===== config.mk =====
export PLATFORM = sky130hd
export DESIGN_NAME = video_stream_packer
export DESIGN_NICKNAME = d
export VERILOG_FILES = /design/src/rtl/video_stream_pkg.sv /design/src/rtl/video_coord_counter.sv /design/src/rtl/video_stream_packer.sv
export SDC_FILE = /design/constraint.sdc
export NUM_CORES = 1
export LEC_CHECK = 0
export ABC_CLOCK_PERIOD_IN_PS = 5600
export BUFFER_PORTS_ARGS = -buffer_cell sky130_fd_sc_hd__buf_2
export CORE_MARGIN = 10
export CORE_UTILIZATION = 40
export CTS_CLUSTER_SIZE = 14
export DETAILED_ROUTE_END_ITERATION = 8
export SLEW_MARGIN = 15
export SYNTH_ARGS = -nofsm -noshare
export SYNTH_HDL_FRONTEND = slang
export SYNTH_HIERARCHICAL = 1
export SYNTH_SLANG_ARGS = --single-unit
export TNS_END_PERCENT = 1

===== constraint.sdc =====
create_clock -name out_stream_aclk -period 5.6 [get_ports out_stream_aclk]
set_clock_uncertainty 0.1 [all_clocks]
set_input_delay 0.84 -clock out_stream_aclk [delete_from_list [all_inputs] [get_ports out_stream_aclk]]
set_output_delay 0.84 -clock out_stream_aclk [all_outputs]
set_load 0.05 [all_outputs]

===== src/rtl/video_stream_pkg.sv =====
`default_nettype none
// +----------------------------------------------------------------------------+
// | video_stream_pkg : shared types and constants for RGB video stream blocks  |
// | Rev 1.0 - initial release                                                  |
// +----------------------------------------------------------------------------+
package video_stream_pkg;

   localparam int PIXELS_PER_GROUP = 4;
   localparam int WORDS_PER_GROUP  = 3;

   typedef logic [7:0] byte_t;

   typedef enum logic [1:0] {
      P0 = 2'd0,
      P1 = 2'd1,
      P2 = 2'd2,
      P3 = 2'd3
   } phase_t;

   // Byte b0 lands in the least significant position of the stream word.
   function automatic logic [31:0] pack_word(input byte_t b0, input byte_t b1,
                                             input byte_t b2, input byte_t b3);
      return {b3, b2, b1, b0};
   endfunction

endpackage
`default_nettype wire


===== src/rtl/video_coord_counter.sv =====
`default_nettype none
// +----------------------------------------------------------------------------+
// | video_coord_counter : x/y pixel position tracker with resync to (0,0)      |
// | Rev 1.0 - initial release                                                  |
// +----------------------------------------------------------------------------+
module video_coord_counter #(
   parameter int X_SIZE = 640,
   parameter int Y_SIZE = 480
) (
   input  logic clk,
   input  logic rst_n,
   input  logic i_inc,
   input  logic i_resync,
   output logic o_origin,
   output logic o_x_wrap
);

   localparam int c_xw = (X_SIZE > 1) ? $clog2(X_SIZE) : 1;
   localparam int c_yw = (Y_SIZE > 1) ? $clog2(Y_SIZE) : 1;

   logic [c_xw-1:0] r_x;
   logic [c_yw-1:0] r_y;
   logic            w_y_wrap;

   assign o_x_wrap = (r_x == c_xw'(X_SIZE - 1));
   assign w_y_wrap = (r_y == c_yw'(Y_SIZE - 1));
   assign o_origin = (r_x == '0) && (r_y == '0);

   // A resync pixel is pixel (0,0), so the count continues from (1,0).
   always_ff @(posedge clk or negedge rst_n) begin
      if (!rst_n) begin
         r_x <= '0;
         r_y <= '0;
      end else if (i_inc) begin
         if (i_resync) begin
            r_x <= c_xw'(1);
            r_y <= '0;
         end else if (o_x_wrap) begin
            r_x <= '0;
            r_y <= w_y_wrap ? '0 : r_y + 1'b1;
         end else begin
            r_x <= r_x + 1'b1;
         end
      end
   end

endmodule
`default_nettype wire


===== src/rtl/video_stream_packer.sv =====
`default_nettype none
// +----------------------------------------------------------------------------+
// | video_stream_packer : packs 24-bit RGB pixels into 32-bit AXI-Stream words |
// | Rev 1.0 - initial release                                                  |
// +----------------------------------------------------------------------------+
module video_stream_packer
   import video_stream_pkg::*;
#(
   parameter int X_SIZE = 640,
   parameter int Y_SIZE = 480
) (
   input  logic        out_stream_aclk,
   input  logic        axi_resetn,
   input  logic        in_valid,
   output logic        in_ready,
   input  logic [7:0]  in_r,
   input  logic [7:0]  in_g,
   input  logic [7:0]  in_b,
   input  logic        in_sof,
   output logic [31:0] out_stream_tdata,
   output logic [3:0]  out_stream_tkeep,
   output logic        out_stream_tvalid,
   input  logic        out_stream_tready,
   output logic        out_stream_tuser,
   output logic        out_stream_tlast,
   output logic        sof_err
);

   generate
      if ((X_SIZE % PIXELS_PER_GROUP) != 0) begin : g_bad_x_size
         $error("X_SIZE must be a multiple of PIXELS_PER_GROUP");
      end
   endgenerate

   phase_t      r_phase, w_phase_nxt;
   byte_t       r_b0, r_b1, r_b2;
   logic        r_grp_sof;
   logic [31:0] r_tdata;
   logic        r_tvalid, r_tuser, r_tlast, r_sof_err;

   logic        w_accept, w_resync, w_origin, w_x_wrap;
   logic        w_emit, w_user, w_last;
   logic [31:0] w_word;

   assign in_ready = (r_phase == P0) || !r_tvalid || out_stream_tready;
   assign w_accept = in_valid && in_ready;
   assign w_resync = w_accept && in_sof && !(w_origin && (r_phase == P0));

   video_coord_counter #(
      .X_SIZE (X_SIZE),
      .Y_SIZE (Y_SIZE)
   ) u_coord (
      .clk      (out_stream_aclk),
      .rst_n    (axi_resetn),
      .i_inc    (w_accept),
      .i_resync (w_resync),
      .o_origin (w_origin),
      .o_x_wrap (w_x_wrap)
   );

   always_ff @(posedge out_stream_aclk or negedge axi_resetn) begin
      if (!axi_resetn) r_phase <= P0;
      else             r_phase <= w_phase_nxt;
   end

   always_comb begin
      w_phase_nxt = r_phase;
      w_emit      = 1'b0;
      w_word      = '0;
      w_user      = 1'b0;
      w_last      = 1'b0;
      if (w_accept) begin
         if (w_resync) begin
            w_phase_nxt = P1;
         end else begin
            unique case (r_phase)
               P0: w_phase_nxt = P1;
               P1: begin
                  w_phase_nxt = P2;
                  w_emit      = 1'b1;
                  w_word      = pack_word(r_b0, r_b1, r_b2, in_r);
                  w_user      = r_grp_sof;
               end
               P2: begin
                  w_phase_nxt = P3;
                  w_emit      = 1'b1;
                  w_word      = pack_word(r_b0, r_b1, in_r, in_g);
               end
               P3: begin
                  w_phase_nxt = P0;
                  w_emit      = 1'b1;
                  w_word      = pack_word(r_b0, in_r, in_g, in_b);
                  w_last      = w_x_wrap;
               end
               default: w_phase_nxt = P0;
            endcase
         end
      end
   end

   // Leftover bytes are kept low-aligned in r_b0.. so each word reads them in order.
   always_ff @(posedge out_stream_aclk or negedge axi_resetn) begin
      if (!axi_resetn) begin
         r_b0      <= '0;
         r_b1      <= '0;
         r_b2      <= '0;
         r_grp_sof <= 1'b0;
         r_tdata   <= '0;
         r_tvalid  <= 1'b0;
         r_tuser   <= 1'b0;
         r_tlast   <= 1'b0;
         r_sof_err <= 1'b0;
      end else begin
         r_sof_err <= w_resync;
         if (w_accept) begin
            if (w_resync || (r_phase == P0)) begin
               r_b0      <= in_r;
               r_b1      <= in_g;
               r_b2      <= in_b;
               r_grp_sof <= w_resync || w_origin;
            end else if (r_phase == P1) begin
               r_b0 <= in_g;
               r_b1 <= in_b;
            end else if (r_phase == P2) begin
               r_b0 <= in_b;
            end
         end
         if (w_emit) begin
            r_tdata  <= w_word;
            r_tvalid <= 1'b1;
            r_tuser  <= w_user;
            r_tlast  <= w_last;
         end else if (out_stream_tready) begin
            r_tvalid <= 1'b0;
         end
      end
   end

   assign out_stream_tdata  = r_tdata;
   assign out_stream_tkeep  = 4'hF;
   assign out_stream_tvalid = r_tvalid;
   assign out_stream_tuser  = r_tuser;
   assign out_stream_tlast  = r_tlast;
   assign sof_err           = r_sof_err;

endmodule
`default_nettype wire


After elaboration in Yosys (flattened, before gate mapping)
Index checks and enable logic that the tools add are counted.
{"block": "totals", "regBits": 82, "inputBits": 29, "word_cells": 68, "output_inout_bits": 41}
{"block": "classes", "reduce_logical": 23, "muxes": 26, "add_sub_neg": 2, "eq_ne": 5}
{"operator": "32-bit case mux with 3 select lines", "count": 1}
{"operator": "32-bit two-way mux", "count": 2}
{"operator": "8-bit two-way mux", "count": 5}
{"operator": "9-bit two-way mux", "count": 3}
{"operator": "10-bit two-way mux", "count": 2}
{"operator": "1-bit two-way mux", "count": 11}
{"operator": "10-bit by 1-bit adder with 10-bit output, second input constant", "count": 1}
{"operator": "10-bit equality test, second input constant", "count": 1}
{"operator": "10-bit logical NOT", "count": 1}
{"operator": "9-bit by 1-bit adder with 9-bit output, second input constant", "count": 1}
{"operator": "9-bit equality test, second input constant", "count": 1}
{"operator": "9-bit logical NOT", "count": 1}
{"operator": "2-bit case mux with 4 select lines", "count": 1}
{"operator": "2-bit AND reduction", "count": 4}
{"operator": "2-bit nonzero test", "count": 3}
{"operator": "1-bit logical AND", "count": 5}
{"operator": "2-bit equality test, second input constant", "count": 2}
{"operator": "1-bit logical OR", "count": 4}
{"operator": "3-bit nonzero test", "count": 1}
{"operator": "3-bit OR reduction", "count": 1}
{"operator": "2-bit by 1-bit equality test with 1-bit output, second input constant", "count": 1}
{"operator": "1-bit logical NOT", "count": 2}
{"operator": "2-bit logical NOT", "count": 1}
{"operator": "2-bit two-way mux", "count": 1}

Logic depth before layout (Yosys ltp)
{"block": "logic_depth", "depth_word": 9, "ltp_mapped": 12, "ltp_nobuf": 10}

Cells and area by module
Netlist, hierarchy kept.
{"mod": "video_stream_packer", "cells_each": 273, "area_per_inst_um2": 3051.7, "instances": 1}
{"mod": "video_coord_counter", "cells_each": 132, "area_per_inst_um2": 1204.9, "instances": 1}

Worst setup path after synthesis
OpenSTA, ideal clock, no wires.
{"block": "synth_path", "kind": "input to register", "start": "input out_stream_tready", "end": "register u_coord.r_x[8]", "arrival_time_ps": 2286, "path_stages": 10, "path_slack_ps": 3092, "path_cell_list": "or3b_1 > buf_6 > nand2_8 > inv_2 > buf_6 > inv_1 > clkbuf_1 > nor2_1 > mux2i_1 > o2bb2ai_1"}
{"block": "synth_via", "elab_chain_len": 5}
{"item": "from (decl)", "line_no": "video_stream_packer.sv:23", "rtl": "input logic out_stream_tready,"}
{"item": "1-bit logical OR (*)", "line_no": "video_stream_packer.sv:45", "rtl": "assign in_ready = (r_phase == P0) || !r_tvalid || out_stream_tready;"}
{"item": "via in_ready", "line_no": "video_stream_packer.sv:15", "rtl": "output logic in_ready,"}
{"item": "1-bit logical AND (*)", "line_no": "video_stream_packer.sv:46", "rtl": "assign w_accept = in_valid && in_ready;"}
{"item": "via w_accept", "line_no": "video_stream_packer.sv:41", "rtl": "logic w_accept, w_resync, w_origin, w_x_wrap;"}
{"item": "1-bit logical AND (2 in series)", "line_no": "video_stream_packer.sv:47", "rtl": "assign w_resync = w_accept && in_sof && !(w_origin && (r_phase == P0));"}
{"item": "10-bit two-way mux", "line_no": "video_coord_counter.sv:35", "rtl": "if (i_resync) begin"}
{"item": "to (signal assigned)", "line_no": "video_coord_counter.sv:36", "rtl": "r_x <= c_xw'(1);"}
{"item": "to (signal assigned)", "line_no": "video_coord_counter.sv:42", "rtl": "r_x <= r_x + 1'b1;"}
{"item": "to (decl)", "line_no": "video_coord_counter.sv:21", "rtl": "logic [c_xw-1:0] r_x;"}
The timed path passes the listed nets; every way through them passes the cells marked *.
A chain may end at the register's enable or synchronous reset.

Worst setup path after layout
{"block": "layout_path", "start": "register r_phase[1]", "end": "register u_coord.r_y[5]"}
{"block": "layout_via", "elab_chain_len": 8}
{"item": "from (decl)", "line_no": "video_stream_packer.sv:35", "rtl": "phase_t r_phase, w_phase_nxt;"}
{"item": "from (signal assigned)", "line_no": "video_stream_packer.sv:63", "rtl": "else r_phase <= w_phase_nxt;"}
{"item": "2-bit logical NOT (*)", "line_no": "video_stream_packer.sv:45, video_stream_packer.sv:47"}
{"item": "1-bit logical OR (2 in series)", "line_no": "video_stream_packer.sv:45"}
{"item": "1-bit logical AND", "line_no": "video_stream_packer.sv:46"}
{"item": "1-bit logical AND (2 in series)", "line_no": "video_stream_packer.sv:47"}
{"item": "2-bit nonzero test (no source line)"}
{"item": "2-bit AND reduction (no source line)"}
{"item": "to (signal assigned)", "line_no": "video_coord_counter.sv:40", "rtl": "r_y <= w_y_wrap ? '0 : r_y + 1'b1;"}
{"item": "to (decl)", "line_no": "video_coord_counter.sv:22", "rtl": "logic [c_yw-1:0] r_y;"}
Every way passes the cells marked *; elsewhere a longest branch is shown, timed or not.

==> impl_metrics.tcl <==
set metrics [dict create \
    status "complete, no violations" \
    cts.sinks 82 \
    htreeDepth 3 \
    viasPerCell 5.76 \
    ant_nets 0 \
    grt_use_total 0.155 \
    synthTopCellsByArea "dfrtp_1 (48%), nand2_1 (4.9%), o21ai_0 (4.7%)" \
    ctsResizeCount 0 \
    cts_tree "built" \
    synth_most_common_cell "dfrtp_1" \
    setup_viol 0 \
    wl_per_cell_um 19.8 \
    syn-mean-instance-area_um2 10.5 \
    drive_gt1_frac 0.248 \
    netlist.area_leader.share 0.482 \
    tns_ps 0 \
    tightest_slew_ps 1110 \
    power_density_nw_per_um2 557 \
    path_class "reg -> reg" \
    dieArea_um2 15200 \
    nNetsFinal 489 \
    synth_edf_count 0 \
    slowest_stage "or4_1" \
    drv_slew 0 \
    cp_cell_sequence "inv_1 -> ha_1 -> or3b_1 -> nand2_8 -> inv_2 -> inv_1 -> or4_1 -> a22oi_1" \
    grt_pass1_vias 3309 \
    placement.io_buffers 65 \
    synth_warnings 6 \
    syn-instance-count 405 \
    synth_cell_types 57 \
    pre_cts_ws_ps 2430 \
    grt_overflow 0 \
    setup_ws_ps 2440 \
    rows 37 \
    hold_class "reg -> reg" \
    max_freq_ghz 0.316 \
    finalCriticalPeriod_ps 3160 \
    place_area_um2 4560 \
    yosysSeqAreaShare 0.482 \
    antenna_found_initial 0 \
    core_area_um2 10300 \
    drc_errors 0 \
    gp_congestion 0.853 \
    relSlewSlack 0.262 \
    fin_area_um2 4740 \
    hpwl_um 8100 \
    hold_violations 0 \
    finalCritPeriodShare 0.564 \
    worst_ep_arrival_time_ps 3330 \
    crit_family "buffers and inverters" \
    maxCapViolCount 0 \
    syn_area_um2 4260 \
    crit_path_frequent_cell "inv_1" \
    routed_wl_um 11700 \
    cts_inserted_buffers 9 \
    routed-via-count 3409 \
    critPathCaptureType "register" \
    die_x_um 123 \
    hold_buffers 0 \
    start_util 0.412 \
    num_antenna_cells 0 \
    syn2layout_area_growth_pct 11.4 \
    ys_async_sr_fraction 1.00 \
    cp_max_fo 39 \
    fp.dieH_um 123 \
    drt_iter0_drc 342 \
    root_buffer "clkbuf_8" \
    first_pass_iters 9 \
    cts_setup_buffers 0 \
    nFillCells 967 \
    synth_common_cells "dfrtp_1 (82), nand2_1 (56), o21ai_0 (40), o22ai_1 (17)" \
    grt_max_degree 83 \
    holdWs_ps 376 \
    reg2reg_setup_slack_ps 2440 \
    synth_top_area_cell "dfrtp_1" \
    ys_ff_latch 82 \
    grt_pass1_wl_um 18800 \
    ir_drop_mv 0.364 \
    worst_skew_pair.late_latency_ps 360 \
    power_leakage_nw 2.17 \
    crit_required_ps 5770 \
    cts.clk_slew.worst_paths_ps 80 \
    io_pins 70 \
    path_buf_inv 3 \
    clockBufferDepth 2 \
    rsz0062_at_grt "no" \
    synthFlopType "dfrtp_1" \
    start_kind "register" \
    cp_slowest_stage_delay_ps 580 \
    fin_util 0.459 \
]
worst paths after layout:
path                                                    end  cells after the start                              from
max in group asynchronous               r_b0[2]$_DFFE_PN0P_                      1                        axi_resetn
setup reg to reg                 u_coord/r_y[5]$_DFFE_PN0P_                      8            r_phase[1]$_DFFE_PN0P_
hold reg to reg            out_stream_tdata[25]$_DFFE_PN0P_                      2  out_stream_tdata[25]$_DFFE_PN0P_
hold / removal             out_stream_tdata[25]$_DFFE_PN0P_                      2  out_stream_tdata[25]$_DFFE_PN0P_
setup / recovery                 u_coord/r_y[5]$_DFFE_PN0P_                      8            r_phase[1]$_DFFE_PN0P_
min in group asynchronous  out_stream_tdata[26]$_DFFE_PN0P_                      1                        axi_resetn
cell usage in the layout (no fill, tap or decap), drive strengths merged, types with 3 or more instances in the layout:
master / Yosys / layout
a2bb2oi: 16 / 16
nor4: 5 / 5
and3: 4 / 4
o2bb2ai: 3 / 3
mux2i: 4 / 4
nand4: 5 / 5
o22ai: 17 / 17
nand2: 57 / 57
buf: 22 / 65
o21ai: 40 / 40
dfrtp: 82 / 82
inv: 11 / 13
a21oi: 7 / 7
xnor2: 3 / 3
clkbuf: 11 / 10
nand3: 10 / 10
mux2: 16 / 16
nor2: 17 / 17
a31oi: 4 / 4
a22oi: 13 / 13
or3: 3 / 3
a222oi: 16 / 16
ha: 9 / 9
conb: 1 / 4
report_power, final:
| part | internal, mW | switching [mW] |
|---|---|---|
| logic | 0.403 | 0.871 |
| registers | 0.815 | 0.153 |
| clock network | 0.166 | 0.233 |
tightest hold or removal path: cells and delay by family, from the launching register on:
kind	cells	cell delay [ps]
compound gates	1	60
flops	1	350
simple gates	1	40
kinds of logic (layout without fill, tap and decap cells):
| logic type | after synthesis | count (layout) | share of synthesized area |
|---|---|---|---|
| muxes | 20 | 20 | 0.0588 |
| xor gates and xnor gates | 5 | 5 | 0.0103 |
| AOI/OAI and AO/OA | 127 | 127 | 0.218 |
| other | 1 | 4 | 0.000881 |
| and+or+nand+nor | 117 | 117 | 0.146 |
| adders and majority gates | 9 | 9 | 0.0265 |
| DFF | 82 | 82 | 0.482 |
| buffers and inverters | 44 | 92 | 0.0579 |
metrics by stage:
step | instances | power [mW]
2_1_floorplan | 408 | 1.93
3_3_place_gp | 576 | 2.23
3_5_place_dp | 576 | 2.25
4_1_cts | 592 | 2.65
5_1_grt | 592 | 2.81
6_report | 592 | 2.64
registers in the layout, indices dropped and copies added (netlist names):
register / flops
sof_err: 1
r_phase: 2
out_stream_tlast: 1
r_b2: 8
u_coord/r_x: 10
r_b0: 8
out_stream_tuser: 1
r_b1: 8
u_coord/r_y: 9
out_stream_tdata: 32
r_grp_sof: 1
out_stream_tvalid: 1
area by class of cell:
type / count / area [um2] / area share
clock buffers: 10 / 128 / 0.0269
clock inverters: 6 / 50.0 / 0.0106
inverters: 11 / 41.3 / 0.00871
multi-input cells: 282 / 1970 / 0.415
flip-flops and latches: 82 / 2050 / 0.433
well taps: 136 / 170 / 0.0359
repair buffers: 65 / 332 / 0.0699
routing by layer:
layer / global-route usage / vias up / wire length [um]
met5: 0 / - / 0
met2: 0.220 / 122 / 5160
met3: 0.0460 / 15 / 919
met1: 0.220 / 1674 / 5450
met4: 0.0524 / 0 / 167
li1: - / 1598 / -
(Power assumes the default switching activity.)
